--- src/rtl/multicycle_control_if.sv ---
// Handshake and control bundle between the multi-cycle controller and the MIPS datapath.
// The controller drives the master side; the datapath (or a bench) uses the slave side.
interface multicycle_control_if;
  logic [5:0] opcode;
  logic       mem_ready;
  logic       pc_write;
  logic       pc_write_cond;
  logic       iord;
  logic       mem_read;
  logic       mem_write;
  logic       ir_write;
  logic       mem_to_reg;
  logic       reg_dst;
  logic       reg_write;
  logic       alu_src_a;
  logic [1:0] alu_src_b;
  logic [1:0] alu_op;
  logic [1:0] pc_source;
  logic       retire;
  logic       illegal_op;
  logic [3:0] state;

  modport master (
    input  opcode, mem_ready,
    output pc_write, pc_write_cond, iord, mem_read, mem_write, ir_write, mem_to_reg,
           reg_dst, reg_write, alu_src_a, alu_src_b, alu_op, pc_source, retire,
           illegal_op, state
  );

  modport slave (
    output opcode, mem_ready,
    input  pc_write, pc_write_cond, iord, mem_read, mem_write, ir_write, mem_to_reg,
           reg_dst, reg_write, alu_src_a, alu_src_b, alu_op, pc_source, retire,
           illegal_op, state
  );
endinterface

--- src/rtl/multicycle_control.sv ---
// Multi-cycle MIPS controller: sequences fetch/decode/execute/memory/writeback for
// R-type, lw, sw, beq, addi and j, stretching memory states until mem_ready.
module multicycle_control (
  input  logic                 clk_i,
  input  logic                 rst_ni,
  multicycle_control_if.master bus_io
);

  typedef enum logic [3:0] {
    StFetch   = 4'd0,
    StDecode  = 4'd1,
    StMemAdr  = 4'd2,
    StMemRd   = 4'd3,
    StMemWb   = 4'd4,
    StMemWr   = 4'd5,
    StExec    = 4'd6,
    StAluWb   = 4'd7,
    StBranch  = 4'd8,
    StJump    = 4'd9,
    StAddiEx  = 4'd10,
    StAddiWb  = 4'd11,
    StIllegal = 4'd12
  } state_e;

  localparam logic [5:0] OpRType = 6'b000000;
  localparam logic [5:0] OpLw    = 6'b100011;
  localparam logic [5:0] OpSw    = 6'b101011;
  localparam logic [5:0] OpBeq   = 6'b000100;
  localparam logic [5:0] OpAddi  = 6'b001000;
  localparam logic [5:0] OpJ     = 6'b000010;

  state_e state_q;

  always_ff @(posedge clk_i or negedge rst_ni) begin
    if (!rst_ni) begin
      state_q <= StFetch;
    end else begin
      case (state_q)
        StFetch:  state_q <= bus_io.mem_ready ? StDecode : StFetch;
        StDecode: begin
          case (bus_io.opcode)
            OpRType:    state_q <= StExec;
            OpLw, OpSw: state_q <= StMemAdr;
            OpBeq:      state_q <= StBranch;
            OpAddi:     state_q <= StAddiEx;
            OpJ:        state_q <= StJump;
            default:    state_q <= StIllegal;
          endcase
        end
        StMemAdr: state_q <= (bus_io.opcode == OpLw) ? StMemRd : StMemWr;
        StMemRd:  state_q <= bus_io.mem_ready ? StMemWb : StMemRd;
        StMemWr:  state_q <= bus_io.mem_ready ? StFetch : StMemWr;
        StExec:   state_q <= StAluWb;
        StAddiEx: state_q <= StAddiWb;
        // Writeback, branch, jump, illegal and unused codes all return to fetch.
        default:  state_q <= StFetch;
      endcase
    end
  end

  logic       pc_write, pc_write_cond, iord, mem_read, mem_write, ir_write;
  logic       mem_to_reg, reg_dst, reg_write, alu_src_a, retire, illegal_op;
  logic [1:0] alu_src_b, alu_op, pc_source;

  // Decoded from the current state only; reset forces every strobe low immediately.
  always_comb begin
    pc_write      = 1'b0;
    pc_write_cond = 1'b0;
    iord          = 1'b0;
    mem_read      = 1'b0;
    mem_write     = 1'b0;
    ir_write      = 1'b0;
    mem_to_reg    = 1'b0;
    reg_dst       = 1'b0;
    reg_write     = 1'b0;
    alu_src_a     = 1'b0;
    alu_src_b     = 2'b00;
    alu_op        = 2'b00;
    pc_source     = 2'b00;
    retire        = 1'b0;
    illegal_op    = 1'b0;
    if (rst_ni) begin
      case (state_q)
        StFetch: begin
          mem_read  = 1'b1;
          alu_src_b = 2'b01;
          ir_write  = bus_io.mem_ready;
          pc_write  = bus_io.mem_ready;
        end
        StDecode: alu_src_b = 2'b11;
        StMemAdr, StAddiEx: begin
          alu_src_a = 1'b1;
          alu_src_b = 2'b10;
        end
        StMemRd: begin
          mem_read = 1'b1;
          iord     = 1'b1;
        end
        StMemWb: begin
          mem_to_reg = 1'b1;
          reg_write  = 1'b1;
          retire     = 1'b1;
        end
        StMemWr: begin
          mem_write = 1'b1;
          iord      = 1'b1;
          retire    = bus_io.mem_ready;
        end
        StExec: begin
          alu_src_a = 1'b1;
          alu_op    = 2'b10;
        end
        StAluWb: begin
          reg_dst   = 1'b1;
          reg_write = 1'b1;
          retire    = 1'b1;
        end
        StBranch: begin
          alu_src_a     = 1'b1;
          alu_op        = 2'b01;
          pc_write_cond = 1'b1;
          pc_source     = 2'b01;
          retire        = 1'b1;
        end
        StJump: begin
          pc_write  = 1'b1;
          pc_source = 2'b10;
          retire    = 1'b1;
        end
        StAddiWb: begin
          reg_write = 1'b1;
          retire    = 1'b1;
        end
        StIllegal: illegal_op = 1'b1;
        default: ;
      endcase
    end
  end

  assign bus_io.pc_write      = pc_write;
  assign bus_io.pc_write_cond = pc_write_cond;
  assign bus_io.iord          = iord;
  assign bus_io.mem_read      = mem_read;
  assign bus_io.mem_write     = mem_write;
  assign bus_io.ir_write      = ir_write;
  assign bus_io.mem_to_reg    = mem_to_reg;
  assign bus_io.reg_dst       = reg_dst;
  assign bus_io.reg_write     = reg_write;
  assign bus_io.alu_src_a     = alu_src_a;
  assign bus_io.alu_src_b     = alu_src_b;
  assign bus_io.alu_op        = alu_op;
  assign bus_io.pc_source     = pc_source;
  assign bus_io.retire        = retire;
  assign bus_io.illegal_op    = illegal_op;
  assign bus_io.state         = state_q;

endmodule

--- src/flat_wrapper.sv ---
// flat-port wrapper written by rule: the top's interface ports become plain ports
module multicycle_control_flat 
  (clk_i, rst_ni, bus_io_opcode, bus_io_mem_ready, bus_io_pc_write, bus_io_pc_write_cond, bus_io_iord, bus_io_mem_read, bus_io_mem_write, bus_io_ir_write, bus_io_mem_to_reg, bus_io_reg_dst, bus_io_reg_write, bus_io_alu_src_a, bus_io_alu_src_b, bus_io_alu_op, bus_io_pc_source, bus_io_retire, bus_io_illegal_op, bus_io_state);
  multicycle_control_if bus_io_i ();
  input  logic clk_i;
  input  logic rst_ni;
  input wire logic [$bits(bus_io_i.opcode)-1:0] bus_io_opcode;
  input wire logic [$bits(bus_io_i.mem_ready)-1:0] bus_io_mem_ready;
  output wire logic [$bits(bus_io_i.pc_write)-1:0] bus_io_pc_write;
  output wire logic [$bits(bus_io_i.pc_write_cond)-1:0] bus_io_pc_write_cond;
  output wire logic [$bits(bus_io_i.iord)-1:0] bus_io_iord;
  output wire logic [$bits(bus_io_i.mem_read)-1:0] bus_io_mem_read;
  output wire logic [$bits(bus_io_i.mem_write)-1:0] bus_io_mem_write;
  output wire logic [$bits(bus_io_i.ir_write)-1:0] bus_io_ir_write;
  output wire logic [$bits(bus_io_i.mem_to_reg)-1:0] bus_io_mem_to_reg;
  output wire logic [$bits(bus_io_i.reg_dst)-1:0] bus_io_reg_dst;
  output wire logic [$bits(bus_io_i.reg_write)-1:0] bus_io_reg_write;
  output wire logic [$bits(bus_io_i.alu_src_a)-1:0] bus_io_alu_src_a;
  output wire logic [$bits(bus_io_i.alu_src_b)-1:0] bus_io_alu_src_b;
  output wire logic [$bits(bus_io_i.alu_op)-1:0] bus_io_alu_op;
  output wire logic [$bits(bus_io_i.pc_source)-1:0] bus_io_pc_source;
  output wire logic [$bits(bus_io_i.retire)-1:0] bus_io_retire;
  output wire logic [$bits(bus_io_i.illegal_op)-1:0] bus_io_illegal_op;
  output wire logic [$bits(bus_io_i.state)-1:0] bus_io_state;
  assign bus_io_i.opcode = bus_io_opcode;
  assign bus_io_i.mem_ready = bus_io_mem_ready;
  assign bus_io_pc_write = bus_io_i.pc_write;
  assign bus_io_pc_write_cond = bus_io_i.pc_write_cond;
  assign bus_io_iord = bus_io_i.iord;
  assign bus_io_mem_read = bus_io_i.mem_read;
  assign bus_io_mem_write = bus_io_i.mem_write;
  assign bus_io_ir_write = bus_io_i.ir_write;
  assign bus_io_mem_to_reg = bus_io_i.mem_to_reg;
  assign bus_io_reg_dst = bus_io_i.reg_dst;
  assign bus_io_reg_write = bus_io_i.reg_write;
  assign bus_io_alu_src_a = bus_io_i.alu_src_a;
  assign bus_io_alu_src_b = bus_io_i.alu_src_b;
  assign bus_io_alu_op = bus_io_i.alu_op;
  assign bus_io_pc_source = bus_io_i.pc_source;
  assign bus_io_retire = bus_io_i.retire;
  assign bus_io_illegal_op = bus_io_i.illegal_op;
  assign bus_io_state = bus_io_i.state;
  multicycle_control u_core (.clk_i(clk_i), .rst_ni(rst_ni), .bus_io(bus_io_i));
endmodule
--- config.mk ---
export PLATFORM = sky130hd
export DESIGN_NAME = multicycle_control_flat
export DESIGN_NICKNAME = d
export VERILOG_FILES = /design/src/rtl/multicycle_control_if.sv /design/src/rtl/multicycle_control.sv /design/src/flat_wrapper.sv
export SDC_FILE = /design/constraint.sdc
export NUM_CORES = 1
export LEC_CHECK = 0
export ABC_CLOCK_PERIOD_IN_PS = 2150
export CAP_MARGIN = 20
export CORE_MARGIN = 3
export CORE_UTILIZATION = 38
export DETAILED_ROUTE_END_ITERATION = 10
export PLACE_DENSITY = 0.86
export SLEW_MARGIN = 0
export SYNTH_ARGS = -nofsm -noshare
export SYNTH_HDL_FRONTEND = slang
export SYNTH_SLANG_ARGS = --single-unit
--- constraint.sdc ---
create_clock -name clk_i -period 2.15 [get_ports clk_i]
set_clock_uncertainty 0.2 [all_clocks]
set_input_delay 0.43 -clock clk_i [delete_from_list [all_inputs] [get_ports clk_i]]
set_output_delay 0.43 -clock clk_i [all_outputs]
set_load 0.1 [all_outputs]
==> results of run 1 <==
==> through the flow <==
step	cell area (µm²)	TNS (ps)	hold WS, ps	setup WS [ps]	cells
after floorplan	826	-9400	-65.6	-984	89
after global placement	1390	-1550	542	-262	145
==> synthesized netlist by cell type, types with 2 or more instances <==
cell      instances
a21oi_1           4
o21ai_0           4
buf_2             2
nand2_1           9
nand2b_1          4
a211oi_1          2
inv_1             3
nor2_1           11
buf_4             2
nor2b_1           3
clkbuf_1          5
nor3_1           12
dfrtp_1           4
nor4b_1           2
==> logic make-up after synthesis <==
group | count (synthesis) | share of synthesized area
compound gates | 19 | 0.223
xor+xnor | 2 | 0.0300
buf+inv | 12 | 0.0944
flops | 4 | 0.172
mux | 1 | 0.0193
simple gates | 51 | 0.461
==> results.md, run 1 <==
- Row Count: 13
- Num ports: 31
- Die width: ~45 µm
- Syn nets: between 90 and 100
- RePlAce Congestion: 0.936
- Mapped cell area: 583 µm²
- Syn_area_per_cell: 6.55 µm²
- First Err: [ERROR DPL-0038] Utilization greater than 100%, impossible to legalize
- Status: aborted with a tool error
- Stopping stage: 3_5_place_dp
- Initial cell density of the core: 0.427
- Port Buffers: 30
- Synthesized flop and latch total: 4
- Netlist cell types: 36
- Synth Warn #: 0
- Cell taking the most area after synthesis: dfrtp_1
- Mapped Cells: 89
- Synth async-reset ratio: 1.00
- Die Ht: roughly 45 µm
- Top FF cell, synth: dfrtp_1
- Post-synthesis sequential area ratio: 0.172
- Top-area cell type share of the netlist area: 0.172
- Post-synth EDFFs: 0
- Synth area leaders: dfrtp_1 17%, nor3_1 10%, nor2_1 7.1%
==> inputs of run 2 (changes only) <==
Settings changed: CORE_AREA set to 3 3 64 66, CORE_MARGIN 3 to unset, CORE_UTILIZATION 38 to unset, DIE_AREA set to 0 0 67 69, PLACE_DENSITY 0.86 to unset, PLACE_DENSITY_LB_ADDON set to 0.15.
==> run 2 against run 1 <==
Against the previous run:
- the flow now finishes, with violations (negative setup slack)
- synthesized cell count unchanged
- synthesized area unchanged
==> results.md, run 2 <==
- Status: complete, but fails checks
- Failing checks: negative setup slack
- Die ar.: 4620 µm²
- Max reg flops: 4
- WL final: roughly 2300 µm
- Vias in the first global route: 818
- Final instance area: 1630 µm²
- Synthesized flop and latch total: 4
- Die width: about 67 µm
- Synth async-reset ratio: 1.00
- Num ports: 31
- Most frequent cell after synthesis: nor3_1
- Top FF cell, synth: dfrtp_1
- Initial antenna violation count: 0
- Period utilization: 1.03
- Worst-case clock buffer depth: 2
- Final Setup Violations: 1
- Top-area cell type share of the netlist area: 0.172
- Post-synth EDFFs: 0
- WL/cell: 12.0 µm
- Synth-to-Final Area Change: 180%
- Worst Max-Slew Pin Slew: 265 ps
- Placed Area: ~1400 µm²
- Max-Cap Viols: 0
- Filler-free cell count of the finished design: 190
- Hold Path Class: in -> async
- Core area: 3630 µm²
- Cell taking the most area after synthesis: dfrtp_1
- Hold-fix buffers, CTS: 0
- Layout cells sized above 1: 0.620
- Reg2Reg Setup Slack: 270 ps
- Synth area leaders: dfrtp_1 17%, nor3_1 10%, nor2_1 7.1%
- Initial cell density of the core: 0.160
- Placed instance count: 178
- Syn_area_per_cell: 6.55 µm²
- Arr. time, crit path: 1580 ps
- Commonest non-fill, non-tap cell in the layout: buf_4
- Vias: 845
- Maximum VDD drop: 0.511 mV
- First-pass GRT wire length: between 3000 and 4000 µm
- RePlAce Congestion: ~0.9
- Netlist cell types: 36
- Syn nets: slightly below 100
- CP endpoint kind: primary output
- Total track usage: 0.0989
- Relative slew slack: 0.821
- Fillers: 373
- Post-synthesis sequential area ratio: 0.172
- Drt drc: 0
- Max-slew violation count: 0
- TNS Setup: -60.5 ps
- Final hold violation count: 0
- Mapped cell area: 583 µm²
- Commonest cells after routing, fill and taps aside: 26 x buf_4, 24 x buf_12, 7 x nor2_1
- CTS sink count: 4
- CP Max Fanout: 5
- Total Nets Final: 153
- PnR worst setup slack: -60.5 ps
- R2R cell count: 4
- ANT nets after route: 0
- Pleak: 0.667 nW
- Post-synth top cells: 12 x nor3_1, 11 x nor2_1, 9 x nand2_1, 5 x clkbuf_1
- Worst-Skew Late Latency: 210 ps
- Port Buffers: 30
- Kind of critical path: reg -> out
- H-tree depth reported by CTS: 1
- Worst R2R Start: u_core.bus_io.state[2]
- Largest net degree at the start of global routing: 16
- Final min period: 2210 ps
- Die Ht: 69 µm
- Hpwl dp: ~1800 µm
- Critical Path RT: 1520 ps
- CTS Root Cell: clkbuf_8
- R2R Path End: u_core.bus_io.state[2]
- Critical Path Source Type: flip-flop
- CTS tree: yes
- Clock-pin slew on the worst setup and hold paths: 30 ps
- Pre-antenna DRT Iters: 4
- Pwr Total: 2.37 mW
- Via density: 4.45
- Mapped Cells: about 90
- Fmax: 452 MHz
- Grt ovf: 0
- Row Count: 22
- DRT iter0 DRCs: 22
- # diodes: 0
- RSZ-0062 raised after global routing: yes
- CTS Buf Count: 3
- PD cells: 1450 nW/µm²
- Synth Warn #: 0
-- run 2: worst max-delay path by stage --
| stage | to | slack [ps] | from | depth (start not counted) |
|---|---|---|---|---|
| 4_1_cts | bus_io_pc_write | -110 | u_core.bus_io.state[3] | 3 |
| 5_1_grt | bus_io_pc_write | -100 | u_core.bus_io.state[3] | 3 |
| 3_5_place_dp | bus_io_pc_write | -320 | bus_io_mem_ready | 5 |
| 3_3_place_gp | bus_io_pc_write | -330 | bus_io_mem_ready | 5 |
| 6_report | bus_io_pc_write | -60 | u_core.bus_io.state[3] | 3 |
| 2_1_floorplan | bus_io_alu_op[0] | -980 | u_core.bus_io.state[0] | 4 |
-- run 2: stage by stage --
step	hold slack, ps	util	worst slack (ps)
floorplan	-65.6	-	-984
global placement	538	0.396	-327
detailed placement	534	0.396	-323
CTS	246	0.419	-109
global route	102	0.449	-103
finish	80.5	0.449	-60.5
-- run 2: cell families (layout without fill, tap and decap cells) --
kind of cell | count (synthesis) | in the layout | share of synthesized area
simple gates | 51 | 51 | 0.461
compound gates | 19 | 19 | 0.223
buf+inv | 12 | 65 | 0.0944
flops | 4 | 4 | 0.172
xor+xnor | 2 | 2 | 0.0300
mux | 1 | 1 | 0.0193
-- run 2: timing repair --
action / in CTS / in global routing
pin swaps: 4 / 4
hold endpoints to repair: 0 / 0
buffers inserted: 1 / 8
setup endpoints to repair: 19 / 11
resized for setup: 13 / 13
-- run 2: area by class of cell --
type | instances | area, µm² | area share
Inverter | 3 | 16.3 | 0.00998
Timing Repair Buffer | 59 | 772 | 0.474
Tap cell | 48 | 60.1 | 0.0368
Clock buffer | 3 | 41.3 | 0.0253
Multi-Input combinational cell | 73 | 626 | 0.384
Sequential cell | 4 | 115 | 0.0706
-- run 2: power breakdown --
part	internal [mW]	switching (mW)
clock	0.119	0.0346
combinational	0.777	1.22
sequential	0.121	0.104
-- run 2: worst max-delay path, stage by stage (launching register included) --
cell	delay [ps]
dfrtp_4	500
or3_4	410
a211oi_4	250
buf_12	210
-- run 2: layer usage --
layer	track usage	up-vias	part of all wire
met5	0	-	0
met4	0.0270	0	0.0061
met3	0.0163	2	0.045
met2	0.168	23	0.52
met1	0.126	394	0.42
li1	-	426	-
No activity file was read; power rests on OpenSTA's default activity.
